--- config.mk ---
export PLATFORM = sky130hd
export DESIGN_NAME = apb_event_sink
export DESIGN_NICKNAME = d
export VERILOG_FILES = /design/src/rtl/apb_event_pkg.sv /design/src/rtl/apb_event_reg.sv /design/src/rtl/apb_event_sink.sv
export SDC_FILE = /design/constraint.sdc
export NUM_CORES = 1
export LEC_CHECK = 0
export ABC_CLOCK_PERIOD_IN_PS = 2520
export CORE_UTILIZATION = 49
export CTS_BUF_LIST = sky130_fd_sc_hd__clkbuf_4 sky130_fd_sc_hd__clkbuf_8 sky130_fd_sc_hd__clkbuf_16
export DETAILED_ROUTE_END_ITERATION = 12
export GPL_ROUTABILITY_DRIVEN = 1
export PLACE_DENSITY_LB_ADDON = 0.1
export SLEW_MARGIN = 20
export SYNTH_ARGS = -nofsm -noshare
export SYNTH_HDL_FRONTEND = slang
export SYNTH_SLANG_ARGS = --single-unit
--- constraint.sdc ---
create_clock -name clk -period 2.52 [get_ports clk]
set_clock_uncertainty 0.1 [all_clocks]
set_input_delay 0.504 -clock clk [delete_from_list [all_inputs] [get_ports clk]]
set_output_delay 0.504 -clock clk [all_outputs]
set_load 0.005 [all_outputs]
--- src/rtl/apb_event_pkg.sv ---
// Shared constants for the event-notification APB segment: window bases,
// register offsets, completer FSM states and the address match helper.
package apb_event_pkg;

  localparam logic [31:0] EVENT_A_BASE = 32'hABBA_0000;
  localparam logic [31:0] EVENT_B_BASE = 32'hBAFF_0000;
  localparam logic [31:0] EVENT_C_BASE = 32'hCAFE_0000;

  localparam logic [31:0] DATA_OFS  = 32'h0000_0000;
  localparam logic [31:0] COUNT_OFS = 32'h0000_0004;

  typedef enum logic {
    IDLE   = 1'b0,
    ACCESS = 1'b1
  } state_e;

  // One-hot {C,B,A} match of an address against one register offset.
  function automatic logic [2:0] match_reg(input logic [31:0] addr, input logic [31:0] ofs);
    match_reg = {addr == (EVENT_C_BASE + ofs),
                 addr == (EVENT_B_BASE + ofs),
                 addr == (EVENT_A_BASE + ofs)};
  endfunction

endpackage

--- src/rtl/apb_event_reg.sv ---
// Per-event storage: last written payload, saturating write count and a
// one-cycle event pulse that lines up with the register update.
module apb_event_reg #(
  parameter int CNT_W = 16
) (
  input  logic             clk,
  input  logic             reset,
  input  logic             wr_en,
  input  logic [31:0]      wdata,
  input  logic             clr,
  output logic [31:0]      data,
  output logic [CNT_W-1:0] cnt,
  output logic             evt
);

  localparam logic [CNT_W-1:0] CNT_MAX = {CNT_W{1'b1}};

  always_ff @(posedge clk or negedge reset) begin
    if (!reset) begin
      data <= '0;
      cnt  <= '0;
      evt  <= 1'b0;
    end else begin
      evt <= wr_en;
      if (wr_en) data <= wdata;
      // Clear has priority over a simultaneous commit; the payload still lands.
      if (clr) begin
        cnt <= '0;
      end else if (wr_en && (cnt != CNT_MAX)) begin
        cnt <= cnt + CNT_W'(1);
      end
    end
  end

endmodule

--- src/rtl/apb_event_sink.sv ---
// APB3 completer for the three event windows: FSM with programmable wait
// states, address decode, read mux and three per-event register slices.
module apb_event_sink
  import apb_event_pkg::*;
#(
  parameter int WAIT_CYCLES = 1,
  parameter int CNT_W       = 16
) (
  input  logic             clk,
  input  logic             reset,
  input  logic             apb_psel_i,
  input  logic             apb_penable_i,
  input  logic [31:0]      apb_paddr_i,
  input  logic             apb_pwrite_i,
  input  logic [31:0]      apb_pwdata_i,
  output logic             apb_pready_o,
  output logic [31:0]      apb_prdata_o,
  output logic             apb_pslverr_o,
  input  logic             clr_i,
  output logic [CNT_W-1:0] cnt_a_o,
  output logic [CNT_W-1:0] cnt_b_o,
  output logic [CNT_W-1:0] cnt_c_o,
  output logic [2:0]       evt_o,
  output state_e           dbg_state
);

  localparam logic [3:0] WAIT_INIT = 4'(WAIT_CYCLES);

  // Handshake: a transfer is accepted from IDLE on psel & !penable; it
  // completes (and commits) on the edge where pready, psel and penable are
  // all high. Dropping psel during ACCESS abandons the transfer.
  state_e      state;
  logic [3:0]  wcnt;
  logic [31:0] addr_q;
  logic [31:0] wdata_q;
  logic        write_q;
  logic        pready_q;

  always_ff @(posedge clk or negedge reset) begin
    if (!reset) begin
      state    <= IDLE;
      wcnt     <= '0;
      addr_q   <= '0;
      wdata_q  <= '0;
      write_q  <= 1'b0;
      pready_q <= 1'b0;
    end else begin
      case (state)
        IDLE: begin
          if (apb_psel_i && !apb_penable_i) begin
            addr_q   <= apb_paddr_i;
            write_q  <= apb_pwrite_i;
            wdata_q  <= apb_pwdata_i;
            wcnt     <= WAIT_INIT;
            pready_q <= (WAIT_INIT == 4'd0);
            state    <= ACCESS;
          end
        end
        ACCESS: begin
          if (!apb_psel_i) begin
            wcnt     <= '0;
            pready_q <= 1'b0;
            state    <= IDLE;
          end else if (wcnt != 4'd0) begin
            wcnt     <= wcnt - 4'd1;
            pready_q <= (wcnt == 4'd1);
          end else begin
            pready_q <= 1'b0;
            state    <= IDLE;
          end
        end
        default: state <= IDLE;
      endcase
    end
  end

  logic [2:0]       hit_data;
  logic [2:0]       hit_cnt;
  logic             addr_ok;
  logic             complete;
  logic [2:0]       wr_en;
  logic [31:0]      data_q [3];
  logic [CNT_W-1:0] cnt_q  [3];
  logic [2:0]       evt_q;
  logic [31:0]      rd_val;

  assign hit_data = match_reg(addr_q, DATA_OFS);
  assign hit_cnt  = match_reg(addr_q, COUNT_OFS);
  // COUNT is read-only, so a write to it is treated like an undecoded hit.
  assign addr_ok  = (|hit_data) | ((|hit_cnt) & ~write_q);
  assign complete = pready_q & apb_psel_i & apb_penable_i;
  assign wr_en    = {3{complete & write_q}} & hit_data;

  for (genvar i = 0; i < 3; i++) begin : g_evt
    apb_event_reg #(.CNT_W(CNT_W)) u_reg (
      .clk   (clk),
      .reset (reset),
      .wr_en (wr_en[i]),
      .wdata (wdata_q),
      .clr   (clr_i),
      .data  (data_q[i]),
      .cnt   (cnt_q[i]),
      .evt   (evt_q[i])
    );
  end

  always_comb begin
    rd_val = '0;
    for (int i = 0; i < 3; i++) begin
      if (hit_data[i]) rd_val = data_q[i];
      if (hit_cnt[i])  rd_val = 32'(cnt_q[i]);
    end
  end

  assign apb_pready_o  = pready_q;
  assign apb_pslverr_o = pready_q & ~addr_ok;
  assign apb_prdata_o  = (pready_q && !write_q && addr_ok) ? rd_val : 32'h0;
  assign cnt_a_o       = cnt_q[0];
  assign cnt_b_o       = cnt_q[1];
  assign cnt_c_o       = cnt_q[2];
  assign evt_o         = evt_q;
  assign dbg_state     = state;

endmodule

# Yosys cells after proc, flatten, opt, wreduce, memory -nomap -nowiden
# Cells that the tools add are included.
[totals]
output_inout_bits = 86
reg_bits = 218
in_bits = 70
word_cells = 82
[op_classes]
add_sub_neg = 4
n_bitwise = 10
n_mux = 25
n_eq_ne = 12
n_reduce_logical = 16
[op_table]
columns = ["operator", "count"]
rows = [
  ["$mux W32", 7],
  ["$eq A32 B32 Y1 const B", 6],
  ["$mux W16", 6],
  ["$add A16 B1 Y16 const B", 3],
  ["$ne A16 B16 Y1 const B", 3],
  ["$mux W4", 3],
  ["$pmux W4 S2", 1],
  ["$logic_and A1 B1 Y1", 6],
  ["$mux W1", 6],
  ["$reduce_bool A2 Y1", 3],
  ["$reduce_or A3 Y1", 2],
  ["$and A1 B1 Y1", 5],
  ["$eq A4 B1 Y1 const B", 1],
  ["$pmux W1 S2", 2],
  ["$reduce_and A2 Y1", 2],
  ["$reduce_bool A4 Y1", 1],
  ["$sub A4 B1 Y4 const B", 1],
  ["$and A3 B3 Y3", 1],
  ["$ne A3 B2 Y1 const B", 1],
  ["$not A1 Y1", 3],
  ["$logic_not A1 Y1", 2],
  ["$ne A2 B2 Y1 const B", 1],
  ["$or A1 B1 Y1", 1],
]

# Logic depth before layout (Yosys ltp)
[logic_depth]
depth_word = 8
mapped_depth = 9
depth_no_buf = 7

# Modules after synthesis
# A second synthesis with hierarchy kept.
[unflattened]
cells_unflattened = 890
area_unflattened_um2 = 10578.9
[by_module_without_submodules]
columns = ["mod", "n_inst", "seq_area_each_um2", "cells_each", "area_each_um2"]
rows = [
  ["apb_event_reg", 3, 1226.2, 164, 2124.5],
  ["apb_event_sink", 1, 1776.7, 398, 4205.3],
]

# Worst setup path before layout
# No wires, ideal clock.
[synth_path]
path_type = "reg-to-output"
from = "register addr_q[16]"
to = "output apb_prdata_o[21]"
slack_ns = -0.024
path_buffers = 1
path_stages_with_launch = 8
arrival_ns = 1.940
cell_sequence = "dfrtp_1 nor4b_4 o21a_1 nor2_1 nor4b_4 nand2_1 buf_2 nor2_1"
[synth_via]
elab_chain_cells = 8
[synth_rtl]
columns = ["element", "line_no", "text"]
rows = [
  ["from (decl)", "apb_event_sink.sv:34", "logic [31:0] addr_q;"],
  ["from (signal assigned)", "apb_event_sink.sv:51", "addr_q <= apb_paddr_i;"],
  ["$eq A32 B32 Y1", "apb_event_pkg.sv:21", "addr == (EVENT_A_BASE + ofs)};"],
  ["$mux W32", "apb_event_sink.sv:110", "if (hit_data[i]) rd_val = data_q[i];"],
  ["$mux W32", "apb_event_sink.sv:111", "if (hit_cnt[i]) rd_val = 32'(cnt_q[i]);"],
  ["$mux W32", "apb_event_sink.sv:110", ""],
  ["$mux W32", "apb_event_sink.sv:111", ""],
  ["$mux W32", "apb_event_sink.sv:110", ""],
  ["$mux W32", "apb_event_sink.sv:111", ""],
  ["$mux W32 (*)", "apb_event_sink.sv:117", "assign apb_prdata_o = (pready_q && !write_q && addr_ok) ? rd_val : 32'h0;"],
  ["to (decl)", "apb_event_sink.sv:17", "output logic [31:0] apb_prdata_o,"],
]
# Mark *: on every way between the ends. The rest lies on a longest branch, timed or not.

# Worst setup path in the final report
[layout_path]
from = "register addr_q[12]"
to = "output apb_prdata_o[9]"
# Same word-level chain as after synthesis.

==> metrics list <==
* Status: finished with violations
* Violated checks: negative setup slack
- The most common cell in the synthesized netlist is dfrtp_1.
* Power per Cell Area: 586 nW/um^2
* Bufs on Longest Clock Path: 3
* Hold WC Path Type: reg2reg
- Cells after DPL: 1349
- Number of endpoints with negative hold slack in the final report: 0
- At the pin with the least slew margin, the transition time is about 0.62 ns.
- In this run the number of H-tree levels came out at 1.
- DRC marker count from the first detailed-route iteration: between 600 and 700
* Chip Height: 148 um
- Crit. End Element: output pin
* Nature of the critical path startpoint: flop
* Wire length after detailed routing: 30000 um
* Pre-Repair DR Iteration Count: 8
- For this run, asynchronously set or reset flops after synthesis account for 100%.
* Mean Syn Cell Area: 11.8 um^2
* Count of inserted antenna diode cells: 0
- Sorting the synthesized cells by how often they occur yields 218 x dfrtp_1, 150 x mux2_2, 65 x nor2_1, 38 x o21ai_0, 33 x a21oi_1.
- From left edge to right edge, the die measures 148 um.
- Detailed routing inserted a total of 8464 vias.
* Die Footprint: around 22000 um^2
- HPWL reported at the end of detailed placement: 19000 um
* Cell taking the most area after synthesis: dfrtp_1
- Once the floorplan was initialized, standard cells occupied 50.6% of the core.
- Total routing usage reported by global routing: 25.7%
- Total of flip-flops plus latches after synthesis: ~220
* Final cycle utilization of the critical path: 131%
* Count of pins on the block boundary: 156
- The floorplan has 52 rows.
* Via count of the first global-routing pass: 8241
- Netlist Area Pre-Place: 10400 um^2
* Worst-case headroom to the max-slew limit: 58.8%
* Overflow left after global routing: 0
- Leaving out filler cells and counting taps, the final layout contains about 1400.
- Distinct cell type count after synthesis: 55
- Dividing the detail-routed wire length by the instance count gives about 21 um.
* Post-synth EDFFs: 0
- Wire length of the first global-routing pass: 44300 um
- The net count of the finished layout is 1226.
* Share of final-layout standard cells stronger than drive strength 1: 40.9%
* Static power due to leakage: 6.67 nW
* Core footprint: about 20000 um^2
- Syn Nets: 953
- Final Cell Area: 14800 um^2
- Across the run, the number of max-cap violations was 0.
- Sorting the synthesized cells by area gives the leading types as dfrtp_1 53%, mux2_2 16%, nor2_1 2.4%.
- Buffers placed on the I/O ports in this run total 155.
- Cell with the largest stage delay on the worst path: dfrtp_1
- Initial antenna violation count: 0
- Critical Path Max Stage Delay: 0.41 ns
* Required @ worst endpoint: 1.92 ns
- Fill cell instance count of the final layout: 1445
* Critical-path maximum fanout: 5
- Clock latency on the worst-skew pair, taken at its later pin, is 0.52 ns.
- TritonCTS built the clock tree.
- Of the post-synthesis cell area, the dominant cell type holds 52.6%.
- Clock tree synthesis inserted a total of 24 buffers.
- Setup repair after global routing could not meet its margin everywhere.
- The share of the Yosys chip area taken by registers is 52.6%.
* Largest net degree at the start of global routing: 65
- Commonest register cell after synthesis: dfrtp_1
* Max-slew violation total from the final report: 0
- The worst-case IR drop observed on VDD is 552 uV.
- Counting every sink on the clock net gives roughly 220.
- The critical path in this run is classified as reg2out.
- Setup violations remaining at the end of the flow were counted as 134.
* Yosys Warn Count: 0
- For this run, the top clock speed supported by timing is 0.302 GHz.
- The cell count after synthesis came out at about 900.
- Clk root buf: clkbuf_16
- Final worst-path setup slack: -0.787 ns
- The worst path in the final design needs a cycle of 3.31 ns, including I/O delays and setup.
- Crit-path cells: nor4_4, buf_4, nand4_1, nor2_2, and2_4, buf_6, a222oi_1, a221oi_1, buf_4, buf_6
* Synthesis-to-layout area growth: 42.3%
- After clock tree synthesis, the clock-pin slew on the worst setup and hold paths is approximately 0.06 ns.
- Gpl congestion: around 0.9
- Post-DR vias/cell: around 5.9
* Routed Antenna Nets: 0
- Data arrives at the worst endpoint at 2.70 ns.
* Drc violations: 0
- Placed instance area: 12900 um^2
[area by class of cell]
class / instances / area, um^2 / area share, %
clock buffer: 35 / 721 / 4.88
clock inverter: 8 / 108 / 0.729
inverter: 9 / 33.8 / 0.229
multi-input combinational: 594 / 5140 / 34.8
sequential: 218 / 5460 / 37.0
tap: 270 / 338 / 2.29
timing repair buffer: 303 / 2960 / 20.1
[worst max-delay path: cells and delay by family (launching register included)]
kind | cells | cell delay [ns]
AND/OR/NAND/NOR | 4 | 0.87
AO/OA/AOI/OAI | 2 | 0.39
flip-flops | 1 | 0.41
buffers and inverters | 4 | 0.51
[through the flow]
stage	setup WS [ns]	utilization (%)	hold slack [ns]	power [mW]	TNS [ns]
floorplan	0.0144	-	0.108	4.50	0
global placement	-0.535	62.9	0.373	5.00	-16.13
detailed placement	-0.587	62.9	0.382	5.02	-19.60
CTS	-0.911	67.4	0.398	8.65	-27.21
global route	-0.903	72.0	0.422	8.97	-54.14
finish	-0.787	72.0	0.402	8.65	-42.04
[flip-flops by register name, summed over array words and instances (netlist names)]
name              cells
g_evt.u_reg.evt       3
apb_pready_o          1
addr_q               32
g_evt.u_reg.cnt      48
wcnt                  4
dbg_state             1
wdata_q              32
write_q               1
g_evt.u_reg.data     96
[layout by cell type, fill, tap and decap left out, drive strengths merged, types with 12 or more instances in the layout]
master,n
xor2,24
nand2,32
nand4,28
a221oi,16
o21ai,38
a21oi,33
nand3,33
a222oi,22
clkbuf,44
xnor2,12
mux2,160
buf,172
dfrtp,218
and3,22
clkdlybuf4s50,121
nor2,65
[cell families (layout without fill, tap and decap cells)]
family	after synthesis	after routing	synth area share, %
mux	163	163	17.7
buf+inv	65	355	2.98
xor+xnor	36	36	3.04
fa+ha+maj	6	6	0.723
compound gates	144	144	9.67
simple gates	245	245	13.4
flops	218	218	52.6
[timing repair]
item | 4_1_cts | 5_1_grt
gates resized for setup | 149 | 167
pin swaps | 7 | 74
setup buffers | 12 | 23
gates cloned | 1 | 14
hold buffers | 1 | 0
setup endpoints to repair | 33 | 177
hold endpoints to repair | 60 | 0
[final timing paths]
path                                            to  cells after the start  slack [ns]                     from
setup / recovery                   apb_prdata_o[9]                     10       -0.79               addr_q[12]
hold / removal             g_evt[2].u_reg.data[11]                      1        0.40  g_evt[2].u_reg.data[11]
setup reg to reg           g_evt[1].u_reg.data[13]                     12       -0.35               addr_q[12]
hold reg to reg            g_evt[2].u_reg.data[11]                      1        0.40  g_evt[2].u_reg.data[11]
max in group asynchronous  g_evt[0].u_reg.data[26]                      3        1.09                    reset
min in group asynchronous    g_evt[0].u_reg.cnt[1]                      2        0.42                    reset
[metal layers]
metal,global-route usage (%),up-vias,wire (um)
met4,7.78,0,923
met2,42.1,336,14500
met3,4.41,69,1960
met1,35.1,4257,12700
met5,0,-,0
li1,-,3802,-
[power by group]
group / leakage, nW / total (mW) / internal, mW / switching [mW]
clock network: 0.419 / 3.63 / 2.20 / 1.43
logic: 3.35 / 0.996 / 0.552 / 0.444
registers: 2.89 / 4.03 / 3.76 / 0.265
total: 6.67 / 8.65 / 6.51 / 2.14
Power figures use the tool's default switching activity.
